<file path="src/rtl/pipe_adder_pkg.sv">
// Shared constants for the segmented pipelined adder.
// Latency: n/a (constants only).
// Backpressure: n/a.
package pipe_adder_pkg;

  // Default operand width and bits added per pipeline stage.
  localparam int DEF_WIDTH = 16;
  localparam int DEF_SEG_W = 4;

endpackage

</file>
<file path="src/rtl/pipe_adder_seg.sv">
// One adder stage: SEG_W-bit add with carry in/out, registered with its valid bit.
// Latency: 1 cycle when en=1.
// Backpressure: en=0 freezes sum, carry and valid.
//
// Ports: clk, rstn (async active-low), en (advance), vld_in/vld (slot valid),
//        a/b/ci (segment operands, carry in), s/co (registered sum, carry out).
module pipe_adder_seg
  import pipe_adder_pkg::*;
#(
  parameter int SEG_W = DEF_SEG_W
) (
  input  logic             clk,
  input  logic             rstn,
  input  logic             en,
  input  logic             vld_in,
  input  logic [SEG_W-1:0] a,
  input  logic [SEG_W-1:0] b,
  input  logic             ci,
  output logic             vld,
  output logic [SEG_W-1:0] s,
  output logic             co
);

  logic [SEG_W:0] sum;

  assign sum = {1'b0, a} + {1'b0, b} + {{SEG_W{1'b0}}, ci};

  always_ff @(posedge clk or negedge rstn) begin
    if (!rstn) begin
      vld <= 1'b0;
      s   <= '0;
      co  <= 1'b0;
    end else if (en) begin
      vld <= vld_in;
      s   <= sum[SEG_W-1:0];
      co  <= sum[SEG_W];
    end
  end

endmodule

</file>
<file path="src/rtl/pipe_adder_param.sv">
// Pipelined add/subtract, SEG_W bits per stage with carry rippling stage to stage.
// Latency: STAGES = WIDTH/SEG_W cycles, one result per cycle.
// Backpressure: whole pipe holds when out_valid && !out_ready; in_ready = !out_valid | out_ready.
//
// Ports: clk, rstn (async active-low); in_valid/in_ready + a, b, ci, sub (operands);
//        out_valid/out_ready + s, co, ov (result, carry / no-borrow, signed overflow).
module pipe_adder_param
  import pipe_adder_pkg::*;
#(
  parameter int WIDTH = DEF_WIDTH,
  parameter int SEG_W = DEF_SEG_W
) (
  input  logic             clk,
  input  logic             rstn,
  input  logic             in_valid,
  output logic             in_ready,
  input  logic [WIDTH-1:0] a,
  input  logic [WIDTH-1:0] b,
  input  logic             ci,
  input  logic             sub,
  output logic             out_valid,
  input  logic             out_ready,
  output logic [WIDTH-1:0] s,
  output logic             co,
  output logic             ov
);

  localparam int STAGES = WIDTH / SEG_W;

  logic             adv;
  logic [WIDTH-1:0] b_eff;
  logic             c_eff;

  // Single advance enable: every stage moves together or the whole pipe holds.
  assign adv      = !out_valid || out_ready;
  assign in_ready = adv;

  // Subtraction folds into addition: a + ~b + ~ci == a - b - ci.
  assign b_eff = sub ? ~b : b;
  assign c_eff = sub ? ~ci : ci;

  for (genvar k = 0; k < STAGES; k++) begin : g_stg
    localparam int LO = k * SEG_W;
    localparam int HI = LO + SEG_W;

    // op_a/op_b: operand bits not yet added (this segment plus everything above).
    logic [WIDTH-LO-1:0] op_a;
    logic [WIDTH-LO-1:0] op_b;
    logic                carry_in;
    logic                vld_in;
    logic                vld;
    logic [SEG_W-1:0]    seg_s;
    logic                seg_co;
    // sum_w: all sum bits produced so far, aligned with this stage's output.
    logic [HI-1:0]       sum_w;

    if (k == 0) begin : g_head
      assign op_a     = a;
      assign op_b     = b_eff;
      assign carry_in = c_eff;
      assign vld_in   = in_valid;
    end else begin : g_body
      assign op_a     = g_stg[k-1].g_up.a_up;
      assign op_b     = g_stg[k-1].g_up.b_up;
      assign carry_in = g_stg[k-1].seg_co;
      assign vld_in   = g_stg[k-1].vld;
    end

    pipe_adder_seg #(.SEG_W(SEG_W)) u_seg (
      .clk    (clk),
      .rstn   (rstn),
      .en     (adv),
      .vld_in (vld_in),
      .a      (op_a[SEG_W-1:0]),
      .b      (op_b[SEG_W-1:0]),
      .ci     (carry_in),
      .vld    (vld),
      .s      (seg_s),
      .co     (seg_co)
    );

    // Deskew: lower sum segments ride alongside so the word completes at the last stage.
    if (k == 0) begin : g_s0
      assign sum_w = seg_s;
    end else begin : g_lo
      logic [LO-1:0] lo_q;
      always_ff @(posedge clk or negedge rstn) begin
        if (!rstn) begin
          lo_q <= '0;
        end else if (adv) begin
          lo_q <= g_stg[k-1].sum_w;
        end
      end
      assign sum_w = {seg_s, lo_q};
    end

    // Skew: upper operand segments wait here until their stage comes up.
    if (k < STAGES - 1) begin : g_up
      logic [WIDTH-HI-1:0] a_up;
      logic [WIDTH-HI-1:0] b_up;
      always_ff @(posedge clk or negedge rstn) begin
        if (!rstn) begin
          a_up <= '0;
          b_up <= '0;
        end else if (adv) begin
          a_up <= op_a[WIDTH-LO-1:SEG_W];
          b_up <= op_b[WIDTH-LO-1:SEG_W];
        end
      end
    end

    if (k == STAGES - 1) begin : g_out
      // Operand MSBs captured with the last segment so ov derives from registers only.
      logic a_msb_q;
      logic b_msb_q;
      always_ff @(posedge clk or negedge rstn) begin
        if (!rstn) begin
          a_msb_q <= 1'b0;
          b_msb_q <= 1'b0;
        end else if (adv) begin
          a_msb_q <= op_a[WIDTH-LO-1];
          b_msb_q <= op_b[WIDTH-LO-1];
        end
      end
      assign out_valid = vld;
      assign s         = sum_w;
      assign co        = seg_co;
      // Same-sign operands producing a different-sign result; all-zero under reset.
      assign ov        = (a_msb_q == b_msb_q) && (sum_w[HI-1] != a_msb_q);
    end
  end

endmodule

</file>
<file path="config.mk">
export PLATFORM = sky130hd
export DESIGN_NAME = pipe_adder_param
export DESIGN_NICKNAME = d
export VERILOG_FILES = /design/src/rtl/pipe_adder_pkg.sv /design/src/rtl/pipe_adder_seg.sv /design/src/rtl/pipe_adder_param.sv
export SDC_FILE = /design/constraint.sdc
export NUM_CORES = 1
export LEC_CHECK = 0
export ABC_AREA = 1
export CAP_MARGIN = 20
export CORE_UTILIZATION = 40
export DETAILED_ROUTE_END_ITERATION = 16
export HOLD_SLACK_MARGIN = 0.05
export PLACE_DENSITY = 0.6
export SLEW_MARGIN = 20
export SYNTH_ARGS = -nofsm -noshare
export SYNTH_HDL_FRONTEND = slang
export SYNTH_SLANG_ARGS = --single-unit
</file>
<file path="constraint.sdc">
create_clock -name clk -period 4.6 [get_ports clk]
set_input_delay 0.46 -clock clk [delete_from_list [all_inputs] [get_ports clk]]
set_output_delay 0.46 -clock clk [all_outputs]
set_load 0.01 [all_outputs]
</file>
# Word level (Yosys, flattened, before mapping)
# Index checks and enable logic that the tools add are counted.
# totals
in_bits	38
ramBits	0
memories	0
rom_bits	0
ff_bits	98
latch_bits	0
word_cells	40
out_inout_bits	20
# op_classes
div_mod_pow	0
order_cmp	0
add_sub_neg	8
shift	0
n_mux	2
mul	0
n_eq_ne	2
n_bitwise	2
reduce_logical	3
# op_table
cell	count
4-bit by 4-bit adder with 5-bit output	4
5-bit by 1-bit adder with 5-bit output	4
16-bit two-way mux	1
16-bit NOT	1
1-bit == test	1
1-bit logical AND	1
1-bit logical NOT	1
1-bit logical OR	1
1-bit two-way mux	1
1-bit != test	1
1-bit NOT	1

# Longest topological paths before layout
# Gate-level depths: netlist (run 1).
# depth
word_depth	4
ltp_mapped	10
depth_no_buf	8

# Cells and area by module
# A second synthesis (run 1) with hierarchy kept.
# unflattened
cells_unflattened	540
hier_area_um2	4561.9
# modules_own_cells
mod	seq_area_each_um2	cells_per_inst	instances	area_each_um2
pipe_adder_param	1851.8	360	1	3040.4
pipe_adder_seg at g_stg[1].u_seg ...	150.1	45	3	381.6
pipe_adder_seg at g_stg[0].u_seg	150.1	45	1	376.6

# Least setup slack after synthesis (run 1)
# No wires, ideal clock.
# synth_timing
path_kind	input -> register
from	in sub
to	reg g_stg[0].u_seg.s[2]
path_slack_ns	2.502
path_stages	8
n_path_buf	2
arrival_ns	2.016
path_cell_list	buf_4 -> buf_6 -> xor2_1 -> fa_1 -> inv_1 -> fa_1 -> or2_2 -> a31oi_1
# synth_between
elab_chain_len	3
# synth_rtl
element	line	rtl
start, declared	pipe_adder_param.sv:20	input logic sub,
16-bit two-way mux	pipe_adder_param.sv:39	assign b_eff = sub ? ~b : b;
4-bit by 4-bit adder with 5-bit output	pipe_adder_seg.sv:26	assign sum = {1'b0, a} + {1'b0, b} + {{SEG_W{1'b0}}, ci};
5-bit by 1-bit adder with 5-bit output *	pipe_adder_seg.sv:26	
end signal, assigned	pipe_adder_seg.sv:35	s <= sum[SEG_W-1:0];
end, declared	pipe_adder_seg.sv:20	output logic [SEG_W-1:0] s,
# Every way passes the cells marked *; elsewhere a longest branch is shown, timed or not.
# A chain may end at the register's enable or synchronous reset.

# Final worst setup path (run 1)
# layout_timing
from	in out_ready
to	out in_ready
# layout_between
elab_chain_len	1
# layout_rtl
element	line	rtl
start, declared	pipe_adder_param.sv:22	input logic out_ready,
1-bit logical OR	pipe_adder_param.sv:35	assign adv = !out_valid || out_ready;
end, declared	pipe_adder_param.sv:16	output logic in_ready,
# Every way passes these cells.

==> summary.txt, run 1 <==
Outcome
  – Status: finished, final reports clean

Floorplanning
  – IO Pins: 58
  – Die width: 106 um
  – Core area: 10500 um2
  – Die area: 11300 um2
  – Die height: roughly 110 um
  – Starting Density: roughly two fifths
  – Row count: 37

Clock tree
  – CTS resizes: 0
  – CTS sink count: 98
  – Worst skew pair latency: 360 ps
  – # Post-CTS Setup Buffers: 0
  – Total CTS buffers: 9
  – TritonCTS clock tree: yes
  – H-Tree Depth: 3
  – Root Buffer: clkbuf_8
  – Clock Pin Slew Worst Setup and Hold Paths: 90 ps
  – Hold_buf cts: 0
  – Worst-case clock buffer depth: 2

Power
  – Max VDD drop: 0.226 mV
  – Pint: 0.00214 W
  – Sw frac: 35.5%
  – Pwr dens: 633 nW/um2
  – Leakage Power: 2.59 nW
  – Combinational power share: between 30% and 40%
  – Clock Power Share: roughly 20%
  – Psw: 0.00118 W
  – Power share of the sequential group: 43.3%

Timing
  – WHS: between 100 and 150 ps
  – Worst-margin pin slew: just under 900 ps
  – Crit share post-route: 56.1%
  – Max Freq: 388 MHz
  – Slew headroom: 41.4%
  – Setup TNS: 0 ps
  – Skew final: 13.6 ps
  – Unrepaired setup endpoints after global routing: false
  – Tmin final: between 2000 and 3000 ps
  – Max-slew violations: 0
  – Final hold vios: 0
  – Final setup viols: 0

Critical path
  – Critical Path End Type: output pin
  – R2R setup slack: about 2500 ps
  – Startpoint Class: input pin
  – Worst setup path start: out_ready
  – Arr. time, crit path: 2120 ps
  – Worst Path Max Fanout: 41
  – Critical Setup Path Class: input pin to output pin
  – FF-to-FF path depth: 4
  – Worst setup endpoint: in_ready
  – Worst reg2reg path endpoint: g_stg[0].g_up.b_up[1]$_DFFE_PN0P_
  – Reg2reg start: g_stg[3].u_seg.vld$_DFFE_PN0P_
  – WP data required: just over 4000 ps

Detailed routing
  – Number of routed nets with antenna violations: 0
  – Via-to-Cell Ratio: 4.51
  – Post-route DRC violation count: 0
  – Detailed router's first-iteration violation count: about 130
  – DR WL/cell: ~12 um
  – First-pass DRT Iterations: 4
  – Total number of vias: 3030
  – Final Routed Wirelength: 7850 um

Logic synthesis
  – Mapped cell area: 4360 um2
  – XOR/XNOR share of the synthesized area: 3.42%
  – Netlist cell types: 23
  – Compound-Gate Fraction of Synth Area: 7.55%
  – Share of the synthesized area in the top cell type: 56.3%
  – Yosys top cell by area: dfrtp_1
  – Largest family of logic cells by synthesized area: simple AND/OR/NAND/NOR gates
  – Synth area leaders: dfrtp_1 56%, nand2_1 16%, inv_1 3.8%
  – Synthesized instance count: 481
  – Syn Area/Cell: ~9 um2
  – Synth Register Bits: 98
  – Simple-gate share of the synthesized area: 19.1%
  – Sequential element share of the synthesized area: 56.3%
  – Ys Warns: 0
  – Syn Nets: 539
  – Mux share of post-synthesis cell area: 0%
  – Synthesized-area fraction occupied by adder cells: approximately 7%

Final layout
  – FF/Latch Area: between 2000 and 2500 um2
  – Area of the multi-input gates: 1620 um2
  – Area delta synth->final: 20.6%
  – Diode count: 0
  – Final nets: 589
  – Share of layout cells above drive strength 1: about 4.5%
  – # fillers: 1031

Placement
  – Port bufs: 57
  – RePlAce Congestion: slightly below 0.8
  – Dpl hpwl: 5120 um

Run
  – MaxCap Viol Count: 0

Min path
  – Hold Crit Class: input pin to async pin

GRT
  – First-pass GRT wire length: 14000 um
  – Largest net degree at the start of global routing: 89
  – Vias in the first global route: 3072
  – Initial antenna violation count: 0
  – GRT Overall Usage: 15.8%
  – Gr ovfl total: 0
[critical path, stage by stage]
cell	delay [ps]
clkdlybuf4s50_1	440
nor2_4	660
inv_2	60
clkdlybuf4s50_1	500
[power groups by stage]
stage / logic [W] / registers (W) / clock network, W
global placement: 0.00120 / 0.00145 / 0
detailed placement: 0.00123 / 0.00146 / 0
floorplan: 0.000800 / 0.00145 / 0
finish: 0.00121 / 0.00144 / 0.000670
CTS: 0.00124 / 0.00145 / 0.000686
global route: 0.00143 / 0.00150 / 0.000723
[cells in the final DEF (no fill, tap or decap), types with 4 or more instances in the layout]
cell	n
nor2_1	14
clkdlybuf4s50_1	56
a21oi_1	8
xor2_1	4
buf_4	5
o21ai_0	31
nand2_1	187
clkbuf_8	9
inv_1	44
ha_1	12
xnor2_1	13
fa_1	8
nand3_1	12
dfrtp_1	98
o21ai_1	20
[routing by layer]
metal | part of all wire, % | wire length, um | GRT usage [%]
met1 | 49 | 3830 | 20.3
met2 | 47 | 3720 | 26.3
met3 | 2.0 | 160 | 2.45
met4 | 1.7 | 133 | 6.85
met5 | 0 | 0 | 0
[cells in the mapped netlist]
library cell  count
a22oi_1           1
buf_2             6
o22ai_1           2
xor2_1            4
ha_1             12
a31oi_1           1
o21ai_0          31
xnor2_1          13
fa_1              8
o21ai_1          20
clkbuf_1         10
buf_4             5
a21oi_1           8
nand2_1         187
nor2_4            1
nand3_1          12
buf_6             1
nor2_1           14
inv_2             1
dfrtp_1          98
o21bai_1          1
or2_2             1
inv_1            44
[logic make-up after synthesis]
logic type | Yosys count
AOI/OAI and AO/OA | 64
buffers and inverters | 67
adders and majority gates | 20
and+or+nand+nor | 215
xor gates and xnor gates | 17
DFF | 98
[worst min path at each step]
| stage | start | to | slack, ps | cells after the start |
|---|---|---|---|---|
| after floorplan | rstn | g_stg[0].g_up.a_up[0]$_DFFE_PN0P_ | 160 | 0 |
| after global placement | g_stg[2].u_seg.vld$_DFFE_PN0P_ | g_stg[3].u_seg.vld$_DFFE_PN0P_ | 440 | 2 |
| after detailed placement | g_stg[2].u_seg.vld$_DFFE_PN0P_ | g_stg[3].u_seg.vld$_DFFE_PN0P_ | 440 | 2 |
| after CTS | rstn | g_stg[0].g_up.b_up[8]$_DFFE_PN0P_ | 120 | 1 |
| after global routing | rstn | g_stg[0].g_up.b_up[8]$_DFFE_PN0P_ | 150 | 1 |
| final | rstn | g_stg[0].g_up.b_up[8]$_DFFE_PN0P_ | 110 | 1 |
[through the flow]
stage          utilization [%]  total power (W)  instances  area (um2)  setup slack, ps
2_1_floorplan                -          0.00225        481        4360             2500
3_3_place_gp              47.9          0.00265        656        5010             1850
3_5_place_dp              47.9          0.00269        656        5010             1780
4_1_cts                   50.2          0.00337        672        5260             1980
5_1_grt                   50.2          0.00365        672        5260             1890
6_report                  50.2          0.00332        672        5260             2020
[area by class of cell]
type / count / area share (%)
Sequential cell: 98 / 46.7
Multi-Input combinational cell: 316 / 30.8
Timing Repair Buffer: 61 / 11.4
Tap cell: 136 / 3.24
Inverter: 45 / 3.21
Clock buffer: 9 / 2.36
Clock inverter: 7 / 2.31
[registers in the layout, summed over array words and instances, names as in the netlist]
signal and count:
g_stg.g_out.a_msb_q 1, g_stg.g_up.a_up 24, g_stg.g_lo.lo_q 24, g_stg.u_seg.s 16, g_stg.g_up.b_up 24, g_stg.u_seg.co 4, g_stg.g_out.b_msb_q 1, g_stg.u_seg.vld 4
(Power assumes the default switching activity.)
==> run 2, diff against run 1 <==
Settings changed: PLACE_DENSITY 0.6 to 0.62.
Clock period 4.6 ns to 2.1 ns, I/O delays scaled along.
==> summary.txt, run 2 (synthesized netlist as in run 1, its figures left out) <==
Clock tree
  – CTS sink count: 98 (unchanged)
  – CTS resizes: 0 (unchanged)
  – # Post-CTS Setup Buffers: 0 (unchanged)
  – Clock Pin Slew Worst Setup and Hold Paths: 90 ps (about the same)
  – TritonCTS clock tree: yes (unchanged)
  – Total CTS buffers: 9 (unchanged)
  – Root Buffer: clkbuf_8 (unchanged)
  – Worst skew pair latency: 370 ps (was 360 ps)
  – Worst-case clock buffer depth: 2 (unchanged)
  – Hold_buf cts: 1 (was 0)
  – H-Tree Depth: 3 (unchanged)

Power
  – Max VDD drop: 0.792 mV (was 0.226 mV)
  – Pwr dens: 1350 nW/um2 (was 633 nW/um2)
  – Post-layout power: 0.00709 W (was 0.00332 W)
  – Leakage Power: 2.59 nW (about the same)

Final layout
  – Commonest non-fill, non-tap cell in the layout: nand2_1 (unchanged)
  – Largest regs: g_stg.g_up.a_up x24, g_stg.g_up.b_up x24, g_stg.g_lo.lo_q x24 (unchanged)
  – Final nets: 591 (was 589)
  – Share of layout cells above drive strength 1: 4.46% (was 4.48%)
  – Util after Layout: 50.4% (was 50.2%)
  – Diode count: 0 (unchanged)
  – FF/Latch Area: 2450 um2 (unchanged)
  – # fillers: 1038 (was 1031)
  – Area delta synth->final: 20.9% (was 20.6%)
  – Commonest non-fill, non-tap cells in the layout: 187 x nand2_1, 98 x dfrtp_1, 56 x clkdlybuf4s50_1 (unchanged)
  – Area of the multi-input gates: 1620 um2 (unchanged)

Detailed routing
  – First-pass DRT Iterations: 4 (unchanged)
  – Total number of vias: 3081 (was 3030)
  – Final Routed Wirelength: 7990 um (was 7850 um)
  – DR WL/cell: 11.9 um (was 11.7 um)
  – Post-route DRC violation count: 0 (unchanged)
  – Number of routed nets with antenna violations: 0 (unchanged)
  – Detailed router's first-iteration violation count: 132 (was 127)
  – Via-to-Cell Ratio: 4.57 (was 4.51)

Critical path
  – Critical Path End Type: flip-flop (was output pin)
  – Worst reg2reg path endpoint: g_stg[1].u_seg.co$_DFFE_PN0P_ (was g_stg[0].g_up.b_up[1]$_DFFE_PN0P_)
  – Critical Setup Path Class: input pin to flip-flop (was input pin to output pin)
  – R2R setup slack: 410 ps (was 2540 ps)
  – Arr. time, crit path: 2190 ps (was 2120 ps)
  – Startpoint Class: input pin (unchanged)
  – Worst Path Max Fanout: 3 (was 41)
  – FF-to-FF path depth: 8 (was 4)
  – WP data required: 2390 ps (was 4140 ps)
  – Reg2reg start: g_stg[0].u_seg.co$_DFFE_PN0P_ (was g_stg[3].u_seg.vld$_DFFE_PN0P_)

GRT
  – GRT Overall Usage: 15.8% (about the same)
  – Top Usage Layer GRT: met2 (unchanged)
  – Met3 Track Usage GR: 2.39% (was 2.45%)
  – Gr ovfl total: 0 (unchanged)
  – Vias in the first global route: 3027 (was 3072)
  – Met2 Usage GRT: 25.6% (was 26.3%)
  – Initial antenna violation count: 0 (unchanged)
  – Largest net degree at the start of global routing: 108 (was 89)
  – First-pass GRT wire length: 13800 um (was 14000 um)
  – Global Route met1 Usage: 20.4% (was 20.3%)

Floorplanning
  – Core area: 10500 um2 (unchanged)
  – Die area: 11300 um2 (unchanged)
  – IO Pins: 58 (unchanged)
  – Starting Density: 41.7% (unchanged)
  – Die height: 106 um (unchanged)
  – Row count: 37 (unchanged)
  – Die width: 106 um (unchanged)

Timing
  – Worst-margin pin slew: 537 ps (was 879 ps)
  – Final setup viols: 0 (unchanged)
  – Tmin final: 1900 ps
  – Skew final: 9.00 ps (was 13.6 ps)
  – Crit share post-route: around 90%
  – Unrepaired setup endpoints after global routing: false (unchanged)
  – Slew headroom: 64.2% (was 41.4%)
  – Final worst-path setup slack: 202 ps (was 2020 ps)
  – Max-slew violations: 0 (unchanged)
  – Max Freq: 527 MHz
  – Final hold vios: 0 (unchanged)

Placement
  – Pre-CTS setup slack: -206 ps (was 1780 ps)
  – Port bufs: 57 (unchanged)
  – Dpl hpwl: 5210 um (was 5120 um)
  – RePlAce Congestion: 0.768 (was 0.780)

Run
  – MaxCap Viol Count: 0 (unchanged)

Min path
  – Hold Crit Start: a[8]
  – Hold EP: g_stg[0].g_up.a_up[4]$_DFFE_PN0P_
  – Hold Crit Class: input pin to flip-flop (was input pin to async pin)
  – Worst hold stages: 3

Outcome
  – Status: finished, final reports clean (unchanged)
run 2: final cells by class:
class                           instances  share of cell area [%]
Tap cell                              136                    3.23
Multi-Input combinational cell        316                    30.7
Sequential cell                        98                    46.5
Timing Repair Buffer                   63                    12.4
Clock buffer                           12                    2.94
Clock inverter                          4                   0.950
Inverter                               45                    3.21
run 2: per-layer routing:
metal	part of all wire (%)	vias to the layer above	wire length [um]
met4	2.4	0	193
li1	-	1587	-
met3	2.7	13	214
met5	0	-	0
met1	48	1438	3800
met2	47	43	3780
run 2: through the flow:
| step | TNS (ps) | instances | area [um2] | hold slack (ps) |
|---|---|---|---|---|
| finish | 0 | 674 | 5270 | 375 |
| global route | 0 | 674 | 5270 | 380 |
| CTS | 0 | 674 | 5270 | 355 |
| detailed placement | -398 | 657 | 5050 | 312 |
| global placement | -218 | 657 | 5050 | 310 |
| floorplan | 0 | 481 | 4360 | -85.6 |
run 2: power by group:
part           leakage (nW)  internal [W]  switching (W)
combinational          1.30       0.00120        0.00150
clock                0.0986      0.000614       0.000622
sequential             1.18       0.00272       0.000427
run 2: critical path, stage by stage:
cell and delay, ps:
clkdlybuf4s50_1 600, xor2_1 220, fa_1 230, inv_1 70, fa_1 390, or2_2 280, a31oi_1 180
run 2: worst max-delay path by stage:
stage	startpoint	to	cells after the start
after CTS	sub	g_stg[0].u_seg.s[2]$_DFFE_PN0P_	7
after detailed placement	sub	g_stg[0].u_seg.s[2]$_DFFE_PN0P_	7
final	sub	g_stg[0].u_seg.s[2]$_DFFE_PN0P_	7
after global placement	sub	g_stg[0].u_seg.s[2]$_DFFE_PN0P_	7
after global routing	sub	g_stg[0].u_seg.s[2]$_DFFE_PN0P_	7
after floorplan	sub	g_stg[0].u_seg.s[2]$_DFFE_PN0P_	8
